==> src/rtl/seg_scan_ctrl.sv <==
// Time-multiplexed scan controller for a common-anode 7-segment display.
// Sequences one shared decoder across NUM_DIGITS digits with a blank gap per slot.
module seg_scan_ctrl #(
    parameter int NUM_DIGITS   = 4,
    parameter int REFRESH_DIV  = 100000,
    parameter int BLANK_CYCLES = 1000
) (
    input  logic                    clk,
    input  logic                    rst_n,
    input  logic                    enable,
    input  logic                    load,
    input  logic [4*NUM_DIGITS-1:0] data_in,
    input  logic                    lz_blank_en,
    output logic [3:0]              dig_data,
    output logic [NUM_DIGITS-1:0]   an,
    output logic                    frame_done
);
    localparam int CW          = $clog2(REFRESH_DIV);
    localparam int IW          = $clog2(NUM_DIGITS);
    localparam int SHOW_CYCLES = REFRESH_DIV - BLANK_CYCLES;
    localparam logic [CW-1:0] BLANK_LAST = CW'(BLANK_CYCLES - 1);
    localparam logic [CW-1:0] SHOW_LAST  = CW'(SHOW_CYCLES - 1);
    localparam logic [IW-1:0] IDX_LAST   = IW'(NUM_DIGITS - 1);

    typedef enum logic [1:0] {S_OFF, S_BLANK, S_SHOW} state_t;

    state_t                      r_state;
    logic [CW-1:0]               r_cnt;
    logic [IW-1:0]               r_idx;
    logic [NUM_DIGITS-1:0][3:0]  r_pend;
    logic                        r_pend_valid;
    logic [NUM_DIGITS-1:0][3:0]  r_active;
    logic [NUM_DIGITS-1:0]       r_an;
    logic [3:0]                  r_dig;
    logic                        r_fd;

    state_t                      w_state_nxt;
    logic [CW-1:0]               w_cnt_nxt;
    logic [IW-1:0]               w_idx_nxt;
    logic                        w_frame_start;
    logic [NUM_DIGITS-1:0][3:0]  w_data;
    logic [NUM_DIGITS-1:0][3:0]  w_pend_nxt;
    logic                        w_pend_valid_nxt;
    logic [NUM_DIGITS-1:0][3:0]  w_active_nxt;
    logic [NUM_DIGITS:0]         w_zero_above;
    logic [NUM_DIGITS-1:0][3:0]  w_eff;
    logic [NUM_DIGITS-1:0]       w_an_nxt;
    logic [3:0]                  w_dig_nxt;
    logic                        w_fd_nxt;

    assign w_data     = data_in;
    assign an         = r_an;
    assign dig_data   = r_dig;
    assign frame_done = r_fd;

    always_comb begin
        w_state_nxt   = r_state;
        w_cnt_nxt     = r_cnt + CW'(1);
        w_idx_nxt     = r_idx;
        w_frame_start = 1'b0;
        if (!enable) begin
            w_state_nxt = S_OFF;
            w_cnt_nxt   = '0;
            w_idx_nxt   = '0;
        end else begin
            case (r_state)
                S_OFF: begin
                    w_state_nxt   = S_BLANK;
                    w_cnt_nxt     = '0;
                    w_idx_nxt     = '0;
                    w_frame_start = 1'b1;
                end
                S_BLANK: begin
                    if (r_cnt == BLANK_LAST) begin
                        w_state_nxt = S_SHOW;
                        w_cnt_nxt   = '0;
                    end
                end
                S_SHOW: begin
                    if (r_cnt == SHOW_LAST) begin
                        w_state_nxt = S_BLANK;
                        w_cnt_nxt   = '0;
                        if (r_idx == IDX_LAST) begin
                            w_idx_nxt     = '0;
                            w_frame_start = 1'b1;
                        end else begin
                            w_idx_nxt = r_idx + IW'(1);
                        end
                    end
                end
                default: begin
                    w_state_nxt = S_OFF;
                    w_cnt_nxt   = '0;
                    w_idx_nxt   = '0;
                end
            endcase
        end
    end

    // A load coinciding with frame start bypasses pending so it shows this frame.
    always_comb begin
        w_pend_nxt       = load ? w_data : r_pend;
        w_pend_valid_nxt = r_pend_valid;
        w_active_nxt     = r_active;
        if (w_frame_start) begin
            if (load)
                w_active_nxt = w_data;
            else if (r_pend_valid)
                w_active_nxt = r_pend;
            w_pend_valid_nxt = 1'b0;
        end else if (load) begin
            w_pend_valid_nxt = 1'b1;
        end
    end

    always_comb begin
        w_zero_above[NUM_DIGITS] = 1'b1;
        for (int k = NUM_DIGITS - 1; k >= 0; k--)
            w_zero_above[k] = w_zero_above[k+1] && (w_active_nxt[k] == 4'h0);
        for (int k = 0; k < NUM_DIGITS; k++)
            w_eff[k] = (lz_blank_en && k != 0 && w_zero_above[k]) ? 4'hF : w_active_nxt[k];
    end

    // Decoder input is latched on slot entry so it settles during the blank gap.
    always_comb begin
        w_an_nxt = '1;
        if (w_state_nxt == S_SHOW)
            w_an_nxt[w_idx_nxt] = 1'b0;
        w_dig_nxt = r_dig;
        if (w_state_nxt == S_OFF)
            w_dig_nxt = 4'hF;
        else if (w_state_nxt == S_BLANK && r_state != S_BLANK)
            w_dig_nxt = w_eff[w_idx_nxt];
        w_fd_nxt = (w_state_nxt == S_SHOW) && (w_idx_nxt == IDX_LAST) &&
                   (w_cnt_nxt == SHOW_LAST);
    end

    always_ff @(posedge clk) begin
        if (!rst_n) begin
            r_state      <= S_OFF;
            r_cnt        <= '0;
            r_idx        <= '0;
            r_pend       <= '1;
            r_pend_valid <= 1'b0;
            r_active     <= '1;
            r_an         <= '1;
            r_dig        <= 4'hF;
            r_fd         <= 1'b0;
        end else begin
            r_state      <= w_state_nxt;
            r_cnt        <= w_cnt_nxt;
            r_idx        <= w_idx_nxt;
            r_pend       <= w_pend_nxt;
            r_pend_valid <= w_pend_valid_nxt;
            r_active     <= w_active_nxt;
            r_an         <= w_an_nxt;
            r_dig        <= w_dig_nxt;
            r_fd         <= w_fd_nxt;
        end
    end
endmodule

==> config.mk <==
export PLATFORM = sky130hd
export DESIGN_NAME = seg_scan_ctrl
export DESIGN_NICKNAME = d
export VERILOG_FILES = /design/src/rtl/seg_scan_ctrl.sv
export SDC_FILE = /design/constraint.sdc
export NUM_CORES = 1
export LEC_CHECK = 0
export CORE_MARGIN = 1
export CORE_UTILIZATION = 60
export CTS_CLUSTER_DIAMETER = 50
export DETAILED_ROUTE_END_ITERATION = 16
export PLACE_DENSITY = 0.92
export SKIP_LAST_GASP = 1
export SYNTH_ARGS = -nofsm -noshare
export SYNTH_HDL_FRONTEND = slang
export SYNTH_SLANG_ARGS = --single-unit
==> constraint.sdc <==
create_clock -name clk -period 6 [get_ports clk]
set_input_delay 0.6 -clock clk [delete_from_list [all_inputs] [get_ports clk]]
set_output_delay 0.6 -clock clk [all_outputs]
set_load 0.01 [all_outputs]
After elaboration in Yosys (flattened, before gate mapping)

Cells that the tools add are included.

Muxes and demuxes: 26
Order comparisons: 2
Eq/ne operators: 10
Bitwise operators: 2
Reductions and logical operators: 17
Add/sub/neg operators: 2

Operators with widths:

| kind                                                               | count |
|---|---|
| 2-to-1 mux 17 bit                                                  | 3 |
| 2-to-1 mux 16 bit                                                  | 3 |
| equality test 17 bit (second input constant)                       | 2 |
| case mux 17 bit (2 select lines)                                   | 1 |
| adder 17 x 1 -> 17 bit (second input constant)                     | 1 |
| equality test 17 x 10 -> 1 bit (second input constant)             | 1 |
| 2-to-1 mux 4 bit                                                   | 4 |
| zero test 4 bit                                                    | 3 |
| 2-to-1 mux 2 bit                                                   | 6 |
| logical AND 1 bit                                                  | 9 |
| binary-select mux 4 bit (select 2 bit)                             | 1 |
| equality test 2 bit (second input constant)                        | 4 |
| case mux 2 bit (3 select lines)                                    | 1 |
| equality test 2 x 1 -> 1 bit (second input constant)               | 2 |
| zero test 2 bit                                                    | 2 |
| 2-to-1 mux 1 bit                                                   | 4 |
| inverter 4 bit                                                     | 1 |
| case mux 2 bit (2 select lines)                                    | 1 |
| OR reduction 2 bit                                                 | 2 |
| < comparator 2 x 3 -> 1 bit (second input constant)                | 1 |
| adder 2 x 1 -> 2 bit (second input constant)                       | 1 |
| demux 1 bit (select 2 bit)                                         | 1 |
| greater-or-equal comparator 2 x 1 -> 1 bit (second input constant) | 1 |
| inequality test 2 x 1 -> 1 bit (second input constant)             | 1 |
| 3 further kinds                                                    | 3 |

Register bits after elaboration: 63
Output and inout bits: 9

Depth between registers and ports, before layout

Depth in word-level cells: 13
Mapped depth: 12

Least setup slack after synthesis

Ideal clock, no wire load.

Path type: register to register
Start: register r_state[0]
End: register r_dig[2] (netlist: dig_data[2])
Buffers on the path: 1
Path slack: 3.468 ns
Arrival: 2.472 ns
Required time: 5.941 ns
Cell stages (with the launch flop): 12
Library setup time: 0.059 ns
Clock period less this slack: 2.532 ns
Path through: dfxtp_1 -> inv_1 -> ha_1 -> and2_2 -> clkbuf_1 -> and3_1 -> a311oi_1 -> a21boi_2 -> nor4b_4 -> nand2_2 -> nor4b_1 -> o32a_1

Cells in the longest elaborated chain, start to end: 11
Elaborated cells between the ends (all ways): 30
Classes of those cells: eq/ne (4); mux (14); reduce/logical (12)

RTL lines:

| what                                                          | line | source |
|---|---|---|
| from (decl)                                                   | 27   | `state_t r_state;` |
| from (signal assigned)                                        | 150  | `r_state <= w_state_nxt;` |
| equality test 2 bit / zero test 2 bit (equally long branches) | 66   | `case (r_state)` |
| case mux 1 bit (2 select lines)                               | 66   |  |
| 2-to-1 mux 1 bit                                              | 61   | `if (!enable) begin` |
| 2-to-1 mux 16 bit                                             | 105  | `if (w_frame_start) begin` |
| zero test 4 bit                                               | 119  | `w_zero_above[k] = w_zero_above[k+1] && (w_active_nxt[k] == 4'h0);` |
| logical AND 1 bit (2 in a row)                                | 119  |  |
| logical AND 1 bit                                             | 121  | `w_eff[k] = (lz_blank_en && k != 0 && w_zero_above[k]) ? 4'hF : w_active_nxt[k];` |
| 2-to-1 mux 4 bit                                              | 121  |  |
| binary-select mux 4 bit (select 2 bit)                        | 133  | `w_dig_nxt = w_eff[w_idx_nxt];` |
| 2-to-1 mux 4 bit (not written as such)                        | 133  |  |
| to (signal assigned)                                          | 157  | `r_dig <= w_dig_nxt;` |
| to (decl)                                                     | 34   | `logic [3:0] r_dig;` |

Parallel ways exist; a longest one is shown, timed or not. The select of a mux whose other input is x is not followed.
A chain may end at the register's enable or synchronous reset.

Final worst setup path

Start: input enable
End: register r_dig[2] (netlist: dig_data[2])

Cells in the longest elaborated chain, start to end: 9
Elaborated cells between the ends (all ways): 21
Classes of those cells: eq/ne (1); mux (9); reduce/logical (11)

RTL lines:

| what                                   | line | source |
|---|---|---|
| from (decl)                            | 10   | `input logic enable,` |
| 2-to-1 mux 1 bit                       | 61   |  |
| 2-to-1 mux 16 bit                      | 105  |  |
| zero test 4 bit                        | 119  |  |
| logical AND 1 bit (2 in a row)         | 119  |  |
| logical AND 1 bit                      | 121  |  |
| 2-to-1 mux 4 bit                       | 121  |  |
| binary-select mux 4 bit (select 2 bit) | 133  |  |
| 2-to-1 mux 4 bit (not written as such) | 133  |  |

Parallel ways exist; a longest one is shown, timed or not. The select of a mux whose other input is x is not followed.

==> results.json <==
{
  "status": "finished, final reports clean",
  "grt_max_degree": 42,
  "finalCritPeriodShare_pct": 54.4,
  "io_buffers": 29,
  "path_max_fanout": 16,
  "r2r-end": "dig_data[2]",
  "final_common_cell": "dfxtp_1",
  "crit_arrival_ns": 3.54,
  "synth_seq_cells": 63,
  "clockPowerShare_pct": 36.7,
  "grt_pass1_vias": 3050,
  "worst-setup-path-type": "in -> reg",
  "syn_inst": 404,
  "drtPass1Iterations": 7,
  "cts_root_buf": "clkbuf_8",
  "yosys-top-cells-area": "dfxtp_1 37%, nand2_1 5.7%, nor2_1 4.0%, nand3_1 3.4%, o21ai_0 3.2%",
  "vias": 3213,
  "synth_ff_type": "dfxtp_1",
  "post-cts-setup-buffer-count": 0,
  "worstSetupStartpointType": "primary input",
  "synth_enable_flop_cells": 0,
  "setup_viol_count_final": 0,
  "tns_ns": 0,
  "final_cell_mix": "63 x dfxtp_1, 52 x nand2_1, 36 x nor2_1",
  "cts.clk_slew.worst_paths_ns": 0.06,
  "diodes": 0,
  "numCtsBuffers": 9,
  "cts_tree": "yes",
  "synth_top_area_share_pct": 37.1,
  "wl_per_cell_um": 16.9,
  "layout-drive-gt1-share_pct": 10.5,
  "setup_slack_ns": 2.73,
  "power_frac_seq_pct": 51.5,
  "worstPathRequired_ns": 6.28,
  "clock_sinks": 63,
  "grt_pass1_wl_mm": 14.0,
  "p_comb_share_pct": 11.8,
  "synth_top_cell_by_area": "dfxtp_1",
  "end_kind": "flip-flop",
  "hold_viol": 0,
  "maxCapViolCount": 0,
  "ctsHoldBuffers": 0,
  "fin_worst_skew_ns": 0.00782,
  "dp_cells": 487,
  "clock.fmax_ghz": 0.306,
  "p_sw_share_pct": 26.6,
  "dieArea_mm2": 0.00597,
  "ctsResizeCount": 0,
  "worst_pin_slew_ns": 0.727,
  "die_h_um": 77.3,
  "rows": 27,
  "r2r_start": "r_state[0]",
  "reg2reg_depth": 10,
  "rsz0062_at_grt": "false",
  "cp_slowest_stage_delay_ns": 0.60,
  "post-route-drc-count": 0,
  "syn_area_mm2": 0.00340,
  "powerDensity_mw_per_mm2": 224,
  "synth-async-reset-ratio_pct": 0,
  "vias_per_cell": 6.40,
  "pre_cts_ws_ns": 2.43,
  "cp-endpoint": "dig_data[2]",
  "cts_max_path_buffers": 2,
  "finalCriticalPeriod_ns": 3.27,
  "drt-initial-drc-count": 426,
  "track_usage_pct": 29.6,
  "postRouteAntennaNets": 0,
  "reg2reg_slack_ns": 2.79,
  "intPower_w": 0.000634,
  "design.portCount": 30,
  "htreeDepth": 3,
  "ys_seq_area_share_pct": 37.1,
  "avgSynthCellArea_um2": 8.42,
  "grt_overflow_total": 0,
  "fin_cells": 502,
  "hpwlAfterDp_mm": 5.85,
  "crit_start": "enable",
  "antenna_found_initial": 0,
  "start_util_pct": 62.1,
  "core_mm2": 0.00547,
  "clkLatencyLatePin_ns": 0.34,
  "hold_class": "reg -> reg",
  "total_leakage_power_nw": 1.43,
  "cp_cell_sequence": "clkdlybuf4s50_1 > nand3_1 > nand2b_2 > o21ai_2 > a21oi_1 > nor4b_4 > nand2_2 > nor4b_1 > o32a_1",
  "area_growth_pct": 13.5,
  "routed_wl_mm": 8.47,
  "slew_headroom_pct": 51.4,
  "gp_congestion": 0.955,
  "chipWidth_um": 77.3,
  "fillers": 409,
  "yosys_warnings": 0,
  "synth_cell_type_count": 72,
  "drv_slew": 0,
  "layout.nets": 453,
  "power_switching_w": 0.000230,
  "ir_drop_mv": 0.132,
  "cp_slowest_cell": "clkdlybuf4s50_1",
  "syn-num-nets": 431
}
critical path: cells and delay by family:
kind | cells | cell delay (ns)
AO/OA/AOI/OAI | 3 | 0.96
AND/OR/NAND/NOR | 5 | 1.37
buffers and inverters | 1 | 0.60
per-stage QoR:
stage	hold WS [ns]	power, W	util [%]	area (µm²)
global route	0.523	0.000893	70.6	3860
detailed placement	0.471	0.000551	67.6	3700
CTS	0.488	0.000860	70.6	3860
floorplan	0.439	0.000515	-	3400
finish	0.486	0.000864	70.6	3860
global placement	0.458	0.000547	67.6	3700
logic make-up (layout without fill, tap and decap cells):
group | after synthesis | after routing | share of synthesized area [%]
DFF | 63 | 63 | 37.1
and+or+nand+nor | 189 | 189 | 30.4
AOI/OAI and AO/OA | 90 | 90 | 18.9
xor gates and xnor gates | 17 | 17 | 4.38
adders and majority gates | 6 | 6 | 2.21
muxes | 11 | 11 | 3.27
buffers and inverters | 28 | 54 | 3.79
synth_stat cells (3+ instances only):
library cell  number
o221a_2            3
clkbuf_1          12
inv_1              7
and4_1             4
o221ai_1           4
o21ba_2            3
o211ai_1           3
o21bai_1           3
and3_1             9
dfxtp_1           63
and2_1             4
buf_2              4
o21a_1             3
a21oi_1           12
nand4_1            4
or2_2              3
nor4b_1            5
xnor2_1            6
xor2_1            11
nand2_1           52
nand3_1           23
o22ai_1            5
nand2b_1          10
nor2b_1            5
mux2i_1           10
a221oi_1           3
o21ai_0           22
nor2_1            36
ha_1               6
a31oi_1            7
nor3_1            11
area by class of cell:
class / instances / area (µm²) / area share, %
inverters: 8 / 30.0 / 0.778
flip-flops and latches: 63 / 1260 / 32.7
clock inverters: 4 / 22.5 / 0.583
repair buffers: 31 / 305 / 7.91
clock buffers: 11 / 141 / 3.66
multi-input cells: 313 / 2010 / 52.1
well taps: 72 / 90.1 / 2.33
state kept, by name (all words and copies together), names as in the netlist:
name          count
an                4
r_active         16
r_cnt            17
frame_done        1
r_pend_valid      1
r_idx             2
dig_data          4
r_state           2
r_pend           16
worst min path at each step:
stage / slack (ns) / end / cells after the start / startpoint
CTS: 0.49 / r_pend[1] / 2 / r_pend[1]
floorplan: 0.44 / r_pend[3] / 2 / r_pend[3]
global placement: 0.46 / r_pend[14] / 2 / r_pend[14]
finish: 0.49 / r_pend[1] / 2 / r_pend[1]
global route: 0.52 / r_active[2] / 2 / r_active[2]
detailed placement: 0.47 / r_pend[1] / 2 / r_pend[1]
power by group through the flow:
stage               Combinational, W  Sequential [W]  Clock [W]
finish                      0.000102        0.000445   0.000317
global route                0.000110        0.000446   0.000337
CTS                        0.0000987        0.000444   0.000317
detailed placement         0.0000980        0.000453          0
global placement           0.0000942        0.000453          0
floorplan                  0.0000662        0.000449          0
layer usage:
metal	global-route usage, %	up-vias	routed length [µm]
met1	37.6	1484	3630
li1	-	1500	-
met3	5.71	33	688
met5	0	-	0
met2	45.9	196	3850
met4	18.1	0	302
(Power assumes the default switching activity.)
